**src/rtl/alu_seq_unit_pkg.sv**
```systemverilog
// Shared definitions for the accumulator ALU: opcodes, flag bit positions
// and FSM state encodings.
package alu_pkg;

   localparam logic [5:0] OP_ADD = 6'b001100;
   localparam logic [5:0] OP_SUB = 6'b001101;
   localparam logic [5:0] OP_AND = 6'b001110;
   localparam logic [5:0] OP_OR  = 6'b001111;
   localparam logic [5:0] OP_XOR = 6'b010000;
   localparam logic [5:0] OP_NOT = 6'b010001;
   localparam logic [5:0] OP_LSL = 6'b010010;
   localparam logic [5:0] OP_LSR = 6'b010011;
   localparam logic [5:0] OP_ROR = 6'b010100;
   localparam logic [5:0] OP_ROL = 6'b010101;
   localparam logic [5:0] OP_MUL = 6'b010110;
   localparam logic [5:0] OP_DIV = 6'b010111;
   localparam logic [5:0] OP_MOD = 6'b011000;
   localparam logic [5:0] OP_INC = 6'b011001;
   localparam logic [5:0] OP_DEC = 6'b011010;
   localparam logic [5:0] OP_CMP = 6'b011011;
   localparam logic [5:0] OP_TST = 6'b011100;
   localparam logic [5:0] OP_MOV = 6'b011101;

   localparam int FLG_Z = 3;
   localparam int FLG_N = 2;
   localparam int FLG_C = 1;
   localparam int FLG_V = 0;

   typedef enum logic [1:0] {
      ST_IDLE   = 2'b00,
      ST_EXEC   = 2'b01,
      ST_ITER   = 2'b10,
      ST_COMMIT = 2'b11
   } state_t;

   function automatic logic is_divmod(input logic [5:0] op);
      return (op == OP_DIV) || (op == OP_MOD);
   endfunction

   function automatic logic is_iter_op(input logic [5:0] op);
      return (op == OP_MUL) || is_divmod(op);
   endfunction

endpackage

```
**src/rtl/alu_seq_unit_if.sv**
```systemverilog
// Control-unit <-> ALU handshake and accumulator bus.
interface alu_seq_unit_if #(parameter int W = 16);

   logic         start;
   logic [5:0]   opcode;
   logic [W-1:0] operand;
   logic         acc_load;
   logic [W-1:0] acc_din;
   logic [W-1:0] acc;
   logic [3:0]   flags;
   logic         busy;
   logic         done;

   modport master (
      output start, opcode, operand, acc_load, acc_din,
      input  acc, flags, busy, done
   );

   modport slave (
      input  start, opcode, operand, acc_load, acc_din,
      output acc, flags, busy, done
   );

endinterface

```
**src/rtl/alu_seq_unit_muldiv.sv**
```systemverilog
// Iterative W-step engine: right-shift/add multiplier and restoring divider.
// hi/lo hold {product high, product low} or {remainder, quotient}.
module alu_muldiv_core #(
   parameter int W   = 16,
   parameter int SHW = $clog2(W)
) (
   input  logic         clk,
   input  logic         rst,
   input  logic         start,
   input  logic         step,
   input  logic         is_div,
   input  logic [W-1:0] a,
   input  logic [W-1:0] b,
   output logic [W-1:0] hi,
   output logic [W-1:0] lo,
   output logic         done
);

   logic         div_r;
   logic [W-1:0] b_r;
   logic [W-1:0] hi_r;
   logic [W-1:0] lo_r;
   logic [SHW-1:0] cnt_r;
   logic [W:0]   sum_s;
   logic [W:0]   trial_s;
   logic [W-1:0] addend_s;

   // per-step adder for multiply and trial subtractor for divide
   always_comb begin
      addend_s = {W{1'b0}};
      if (lo_r[0]) begin
         addend_s = b_r;
      end else begin
         addend_s = {W{1'b0}};
      end
      sum_s   = {1'b0, hi_r} + {1'b0, addend_s};
      trial_s = {hi_r, lo_r[W-1]} - {1'b0, b_r};
   end

   assign done = step && (cnt_r == {SHW{1'b1}});
   assign hi   = hi_r;
   assign lo   = lo_r;

   // operand load on start, one iteration per step
   always_ff @(posedge clk or negedge rst) begin
      if (!rst) begin
         div_r <= 1'b0;
         b_r   <= {W{1'b0}};
         hi_r  <= {W{1'b0}};
         lo_r  <= {W{1'b0}};
         cnt_r <= {SHW{1'b0}};
      end else if (start) begin
         div_r <= is_div;
         b_r   <= b;
         hi_r  <= {W{1'b0}};
         lo_r  <= a;
         cnt_r <= {SHW{1'b0}};
      end else if (step) begin
         cnt_r <= cnt_r + {{(SHW-1){1'b0}}, 1'b1};
         if (div_r) begin
            // trial_s[W] set means the shifted remainder was smaller than the divisor
            if (!trial_s[W]) begin
               hi_r <= trial_s[W-1:0];
               lo_r <= {lo_r[W-2:0], 1'b1};
            end else begin
               hi_r <= {hi_r[W-2:0], lo_r[W-1]};
               lo_r <= {lo_r[W-2:0], 1'b0};
            end
         end else begin
            hi_r <= sum_s[W:1];
            lo_r <= {sum_s[0], lo_r[W-1:1]};
         end
      end else begin
         cnt_r <= cnt_r;
      end
   end

endmodule

```
**src/rtl/alu_seq_unit.sv**
```systemverilog
// Multi-cycle accumulator ALU: FSM, single-cycle datapath, accumulator and
// condition flags; multiply/divide delegated to alu_muldiv_core.
module alu_seq_unit
   import alu_pkg::*;
#(
   parameter int W   = 16,
   parameter int SHW = $clog2(W)
) (
   input  logic           clk,
   input  logic           rst,
   alu_seq_unit_if.slave  bus
);

   localparam logic [SHW-1:0] SH_ONE = {{(SHW-1){1'b0}}, 1'b1};

   state_t         state_r;
   logic [5:0]     op_r;
   logic [W-1:0]   b_r;
   logic [W-1:0]   acc_r;
   logic [3:0]     flags_r;
   logic           busy_r;
   logic           done_r;

   logic           iter_s;
   logic           div0_s;
   logic           core_start_s;
   logic           core_step_s;
   logic           core_done_s;
   logic [W-1:0]   core_hi_s;
   logic [W-1:0]   core_lo_s;

   logic [W-1:0]   ab_s;
   logic [W:0]     sum_s;
   logic [W:0]     dif_s;
   logic [SHW-1:0] sh_s;
   logic [SHW-1:0] neg_sh_s;
   logic [W-1:0]   res_s;
   logic           c_s;
   logic           v_s;
   logic           wr_acc_s;
   logic           known_s;
   logic [3:0]     flg_s;

   assign iter_s       = is_iter_op(bus.opcode);
   assign div0_s       = is_divmod(bus.opcode) && (bus.operand == {W{1'b0}});
   assign core_start_s = (state_r == ST_IDLE) && bus.start && iter_s && !div0_s;
   assign core_step_s  = (state_r == ST_ITER);

   alu_muldiv_core #(.W(W), .SHW(SHW)) u_muldiv (
      .clk    (clk),
      .rst    (rst),
      .start  (core_start_s),
      .step   (core_step_s),
      .is_div (is_divmod(bus.opcode)),
      .a      (acc_r),
      .b      (bus.operand),
      .hi     (core_hi_s),
      .lo     (core_lo_s),
      .done   (core_done_s)
   );

   // result and flag computation for the latched opcode
   always_comb begin
      res_s    = acc_r;
      c_s      = 1'b0;
      v_s      = 1'b0;
      wr_acc_s = 1'b1;
      known_s  = 1'b1;
      flg_s    = 4'b0000;
      if ((op_r == OP_INC) || (op_r == OP_DEC)) begin
         ab_s = {{(W-1){1'b0}}, 1'b1};
      end else begin
         ab_s = b_r;
      end
      sum_s    = {1'b0, acc_r} + {1'b0, ab_s};
      dif_s    = {1'b0, acc_r} - {1'b0, ab_s};
      sh_s     = b_r[SHW-1:0];
      // (W - sh) mod W: index of the last bit shifted out by LSL, and the rotate complement
      neg_sh_s = ~sh_s + SH_ONE;
      case (op_r)
         OP_ADD, OP_INC: begin
            res_s = sum_s[W-1:0];
            c_s   = sum_s[W];
            v_s   = (acc_r[W-1] == ab_s[W-1]) && (sum_s[W-1] != acc_r[W-1]);
         end
         OP_SUB, OP_DEC, OP_CMP: begin
            res_s    = dif_s[W-1:0];
            c_s      = dif_s[W];
            v_s      = (acc_r[W-1] != ab_s[W-1]) && (dif_s[W-1] != acc_r[W-1]);
            wr_acc_s = (op_r != OP_CMP);
         end
         OP_AND: res_s = acc_r & b_r;
         OP_OR:  res_s = acc_r | b_r;
         OP_XOR: res_s = acc_r ^ b_r;
         OP_NOT: res_s = ~acc_r;
         OP_TST: begin
            res_s    = acc_r & b_r;
            wr_acc_s = 1'b0;
         end
         OP_LSL: begin
            res_s = acc_r << sh_s;
            if (sh_s != {SHW{1'b0}}) begin
               c_s = acc_r[neg_sh_s];
            end else begin
               c_s = 1'b0;
            end
         end
         OP_LSR: begin
            res_s = acc_r >> sh_s;
            if (sh_s != {SHW{1'b0}}) begin
               c_s = acc_r[sh_s - SH_ONE];
            end else begin
               c_s = 1'b0;
            end
         end
         OP_ROR: res_s = (acc_r >> sh_s) | (acc_r << neg_sh_s);
         OP_ROL: res_s = (acc_r << sh_s) | (acc_r >> neg_sh_s);
         OP_MUL: begin
            res_s = core_lo_s;
            c_s   = |core_hi_s;
         end
         OP_DIV, OP_MOD: begin
            if (b_r == {W{1'b0}}) begin
               res_s = {W{1'b1}};
               v_s   = 1'b1;
            end else if (op_r == OP_DIV) begin
               res_s = core_lo_s;
            end else begin
               res_s = core_hi_s;
            end
         end
         OP_MOV: res_s = b_r;
         default: begin
            known_s  = 1'b0;
            wr_acc_s = 1'b0;
         end
      endcase
      flg_s[FLG_Z] = (res_s == {W{1'b0}});
      flg_s[FLG_N] = res_s[W-1];
      flg_s[FLG_C] = c_s;
      flg_s[FLG_V] = v_s;
   end

   // sequencing FSM with registered acc, flags, busy and done
   always_ff @(posedge clk or negedge rst) begin
      if (!rst) begin
         state_r <= ST_IDLE;
         op_r    <= 6'b000000;
         b_r     <= {W{1'b0}};
         acc_r   <= {W{1'b0}};
         flags_r <= 4'b0000;
         busy_r  <= 1'b0;
         done_r  <= 1'b0;
      end else begin
         done_r <= 1'b0;
         case (state_r)
            ST_IDLE: begin
               if (bus.start) begin
                  op_r   <= bus.opcode;
                  b_r    <= bus.operand;
                  busy_r <= 1'b1;
                  if (div0_s) begin
                     state_r <= ST_COMMIT;
                  end else if (iter_s) begin
                     state_r <= ST_ITER;
                  end else begin
                     state_r <= ST_EXEC;
                  end
               end else if (bus.acc_load) begin
                  acc_r <= bus.acc_din;
               end else begin
                  state_r <= ST_IDLE;
               end
            end
            ST_EXEC, ST_COMMIT: begin
               if (wr_acc_s) begin
                  acc_r <= res_s;
               end else begin
                  acc_r <= acc_r;
               end
               if (known_s) begin
                  flags_r <= flg_s;
               end else begin
                  flags_r <= flags_r;
               end
               done_r  <= 1'b1;
               busy_r  <= 1'b0;
               state_r <= ST_IDLE;
            end
            ST_ITER: begin
               if (core_done_s) begin
                  state_r <= ST_COMMIT;
               end else begin
                  state_r <= ST_ITER;
               end
            end
            default: state_r <= ST_IDLE;
         endcase
      end
   end

   assign bus.acc   = acc_r;
   assign bus.flags = flags_r;
   assign bus.busy  = busy_r;
   assign bus.done  = done_r;

endmodule

```
**src/flat_wrapper.sv**
```systemverilog
// flat-port wrapper written by rule: the top's interface ports become plain ports
module alu_seq_unit_flat import alu_pkg::*;
#(
   parameter int W   = 16,
   parameter int SHW = $clog2(W)
)
  (clk, rst, bus_start, bus_opcode, bus_operand, bus_acc_load, bus_acc_din, bus_acc, bus_flags, bus_busy, bus_done);
  alu_seq_unit_if #(.W(W)) bus_i ();
  input  logic clk;
  input  logic rst;
  input wire logic [$bits(bus_i.start)-1:0] bus_start;
  input wire logic [$bits(bus_i.opcode)-1:0] bus_opcode;
  input wire logic [$bits(bus_i.operand)-1:0] bus_operand;
  input wire logic [$bits(bus_i.acc_load)-1:0] bus_acc_load;
  input wire logic [$bits(bus_i.acc_din)-1:0] bus_acc_din;
  output wire logic [$bits(bus_i.acc)-1:0] bus_acc;
  output wire logic [$bits(bus_i.flags)-1:0] bus_flags;
  output wire logic [$bits(bus_i.busy)-1:0] bus_busy;
  output wire logic [$bits(bus_i.done)-1:0] bus_done;
  assign bus_i.start = bus_start;
  assign bus_i.opcode = bus_opcode;
  assign bus_i.operand = bus_operand;
  assign bus_i.acc_load = bus_acc_load;
  assign bus_i.acc_din = bus_acc_din;
  assign bus_acc = bus_i.acc;
  assign bus_flags = bus_i.flags;
  assign bus_busy = bus_i.busy;
  assign bus_done = bus_i.done;
  alu_seq_unit #(.W(W), .SHW(SHW)) u_core (.clk(clk), .rst(rst), .bus(bus_i));
endmodule
```
**config.mk**
```make
export PLATFORM = sky130hd
export DESIGN_NAME = alu_seq_unit_flat
export DESIGN_NICKNAME = d
export VERILOG_FILES = /design/src/rtl/alu_seq_unit_pkg.sv /design/src/rtl/alu_seq_unit_if.sv /design/src/rtl/alu_seq_unit_muldiv.sv /design/src/rtl/alu_seq_unit.sv /design/src/flat_wrapper.sv
export SDC_FILE = /design/constraint.sdc
export NUM_CORES = 1
export LEC_CHECK = 0
export CELL_PAD_IN_SITES_DETAIL_PLACEMENT = 0
export CELL_PAD_IN_SITES_GLOBAL_PLACEMENT = 1
export CORE_ASPECT_RATIO = 2
export CORE_MARGIN = 8
export CORE_UTILIZATION = 47
export CTS_CLUSTER_DIAMETER = 50
export DETAILED_ROUTE_END_ITERATION = 12
export PLACE_DENSITY_LB_ADDON = 0.1
export SYNTH_ARGS = -nofsm -noshare
export SYNTH_HDL_FRONTEND = slang
export SYNTH_SLANG_ARGS = --single-unit
```
**constraint.sdc**
```tcl
create_clock -name clk -period 5.65 [get_ports clk]
set_clock_uncertainty 0.15 [all_clocks]
set_input_delay 1.13 -clock clk [delete_from_list [all_inputs] [get_ports clk]]
set_output_delay 1.13 -clock clk [all_outputs]
set_load 0.05 [all_outputs]
```
==> impl_metrics.ini <==
[outcome]
status = completed

[worst_setup_path]
r2r_cells = 12
worstSetupPathType = reg -> reg
crit_chain = inv_2, ha_1, xnor2_2, buf_4, o21ai_0, a32oi_1, a311oi_1, o41ai_1, nand2_1, nor4_1, nor4b_2, a32o_1
cp_max_fo = 14
end_kind = flip-flop
timing.critical_path.buf_inv = 2
arrival_ns = 5.64
start_kind = flip-flop
cp_slowest_stage_delay_ns = 0.88
cp_slowest_cell = a32oi_1
cp_num_cells = 12
cp_top_family = compound AO/OA/AOI/OAI gates
worstPathRequired_ns = 5.81
r2r_slack_ns = 0.17

[timing]
maxSlewHeadroom_pct = 17.5
period_needed_ns = 5.48
fmax_mhz = 183
tns_ns = 0
setup-violations-final = 0
rsz0062_at_grt = false
worst_pin_slew_ns = 1.23
finalHoldViolations = 0
drv_slew = 0
min_period_over_period_pct = 97.0

[die]
dieArea_um2 = 32400
initial_core_util_pct = 47.6
die_y_um = 247
ios = 64
core-area_um2 = 26300
core.rowCount = 84
die_w_um = 131

[clock_tree]
tritoncts = yes
cts_htree_levels = 3
cts.clk_slew.worst_paths_ns = 0.08
post-cts-setup-buffers = 0
numCtsBuffers = 9
cts_max_path_buffers = 2
holdBufCountCts = 0
cts.sinks = 99
cts-resized-gates = 0
cts_root_buffer = clkbuf_16
clkLatencyLatePin_ns = 0.38

[cells_and_area]
drive_gt1_share_pct = 11.1
area_growth_syn_to_layout_pct = 11.0
finalNonFillerCells = 1912
nets = 1714
antenna_cells = 0

[synthesis]
synthFlopType = dfrtp_1
synth_cell_type_count = 92
syn_area_um2 = 12500
ys_ff_latch = 99
synth_edf_count = 0
async_flop_share_pct = 100
synthCells = 1545
yosysSeqAreaShare_pct = 19.8
syn_nets = 1695
syn_avg_cell_area_um2 = 8.09
yosysWarnings = 0

[grt]
grt_pass1_wl_mm = 87.6
busiest_layer = met2
grt_max_degree = 54
grt_overflow = 0
grtUsageMet2_pct = 62.9
grt_pass1_vias = 13300
antenna_found_initial = 0
use_met3_pct = 7.75
grt.total_usage_pct = 36.5
use_met1_pct = 36.3

[pwr]
powerDensity_nw_per_um2 = 573
peakVddDrop_uv = 455
p_leak_nw = 5.89

[drt]
drc = 0
wl_per_cell_um = 31.3
routed_via_density = 6.93
ant_nets = 0
vias = 13200
drtPass1Iterations = 7
wl_mm = 59.9
drt_iter0_drc = 1534

[worst_hold_path]
whs_path_depth = 1
min_path_type = reg -> reg

[place]
numPortBuffers = 63
gp_congestion = 1.04
place_hpwl_mm = 45.3
dp_cells = 1897

[run]
drv_cap = 0
[sequential cells by signal (all words and copies together) (netlist names)]
| register | count |
|---|---|
| u_core.b_r | 16 |
| u_core.bus.acc | 16 |
| u_core.u_muldiv.b_r | 16 |
| u_core.u_muldiv.hi | 16 |
| u_core.u_muldiv.lo | 16 |
| u_core.op_r | 6 |
| u_core.bus.flags | 4 |
| u_core.u_muldiv.cnt_r | 4 |
| u_core.state_r | 2 |
| u_core.bus.busy | 1 |
| u_core.bus.done | 1 |
| u_core.u_muldiv.div_r | 1 |
[worst paths after layout]
check | startpoint | end
max | u_core.b_r[1]$_DFFE_PN0P_ | u_core.bus.flags[3]$_DFFE_PN0P_
min | u_core.bus.busy$_DFFE_PN0P_ | u_core.bus.busy$_DFFE_PN0P_
max reg2reg | u_core.b_r[1]$_DFFE_PN0P_ | u_core.bus.flags[3]$_DFFE_PN0P_
min reg2reg | u_core.bus.busy$_DFFE_PN0P_ | u_core.bus.busy$_DFFE_PN0P_
max in group asynchronous | rst | u_core.bus.acc[7]$_DFFE_PN0P_
min in group asynchronous | rst | u_core.u_muldiv.cnt_r[3]$_DFFE_PN0P_
[per-stage QoR]
stage               setup WS, ns  hold slack [ns]  instance area (um2)  total power [mW]  util (%)
floorplan                  0.966            0.340                12500              5.13         -
global placement           0.727            0.311                13600              6.99      51.6
global route               0.227            0.372                13900              8.36      52.8
CTS                        0.548            0.347                13900              7.73      52.8
detailed placement         0.585            0.332                13600              7.03      51.6
finish                     0.172            0.351                13900              7.95      52.8
[power breakdown]
group / internal, mW / switching, mW
clock network: 0.371 / 0.318
registers: 0.949 / 0.662
logic: 2.19 / 3.45
[cell families (layout without fill, tap and decap cells)]
family | count (synthesis) | after routing | synth area share [%]
flops | 99 | 99 | 19.8
fa+ha+maj | 108 | 108 | 11.1
buf+inv | 203 | 226 | 6.80
xor+xnor | 36 | 36 | 2.52
mux | 113 | 113 | 13.4
compound gates | 490 | 490 | 26.5
simple gates | 496 | 496 | 19.9
[cell type report]
type	count	area [um2]
flip-flops and latches	99	2480
inverters	87	327
clock inverters	4	58.8
fillers	2634	12400
well taps	344	430
repair buffers	124	1100
clock buffers	11	253
multi-input cells	1243	9230
[cell usage after synthesis, types with 22 or more instances]
cell	count	area share, %
mux4_2	40	7.2
a21o_1	23	1.4
ha_1	104	10
buf_2	25	1.0
o21ai_0	114	4.6
inv_1	84	2.5
dfrtp_1	99	20
nor3_1	36	1.4
nor2_1	131	3.9
clkbuf_1	73	2.2
nand2_1	139	4.2
and2_1	22	1.1
a22oi_1	24	1.4
mux2i_1	55	4.4
a221o_1	23	1.8
a21oi_1	114	4.6
[metal layers]
metal  up-vias  routed length, um  part of all wire [%]
li1       5798                  -                     -
met1      6460              19800                    33
met2       703              29300                    49
met3       285               4460                   7.4
met4         0               6400                    11
met5         -                  0                     0
[cells in the final DEF, fill, tap and decap left out, types with 40 or more instances in the layout]
master / synthesis / routed
nand2_1: 139 / 139
nor2_1: 131 / 130
o21ai_0: 114 / 114
a21oi_1: 114 / 112
ha_1: 104 / 104
dfrtp_1: 99 / 97
inv_1: 84 / 84
clkdlybuf4s50_1: 0 / 62
buf_4: 7 / 61
mux2i_1: 55 / 55
mux4_2: 40 / 40
Note: power is estimated with default switching activity, not from simulation.
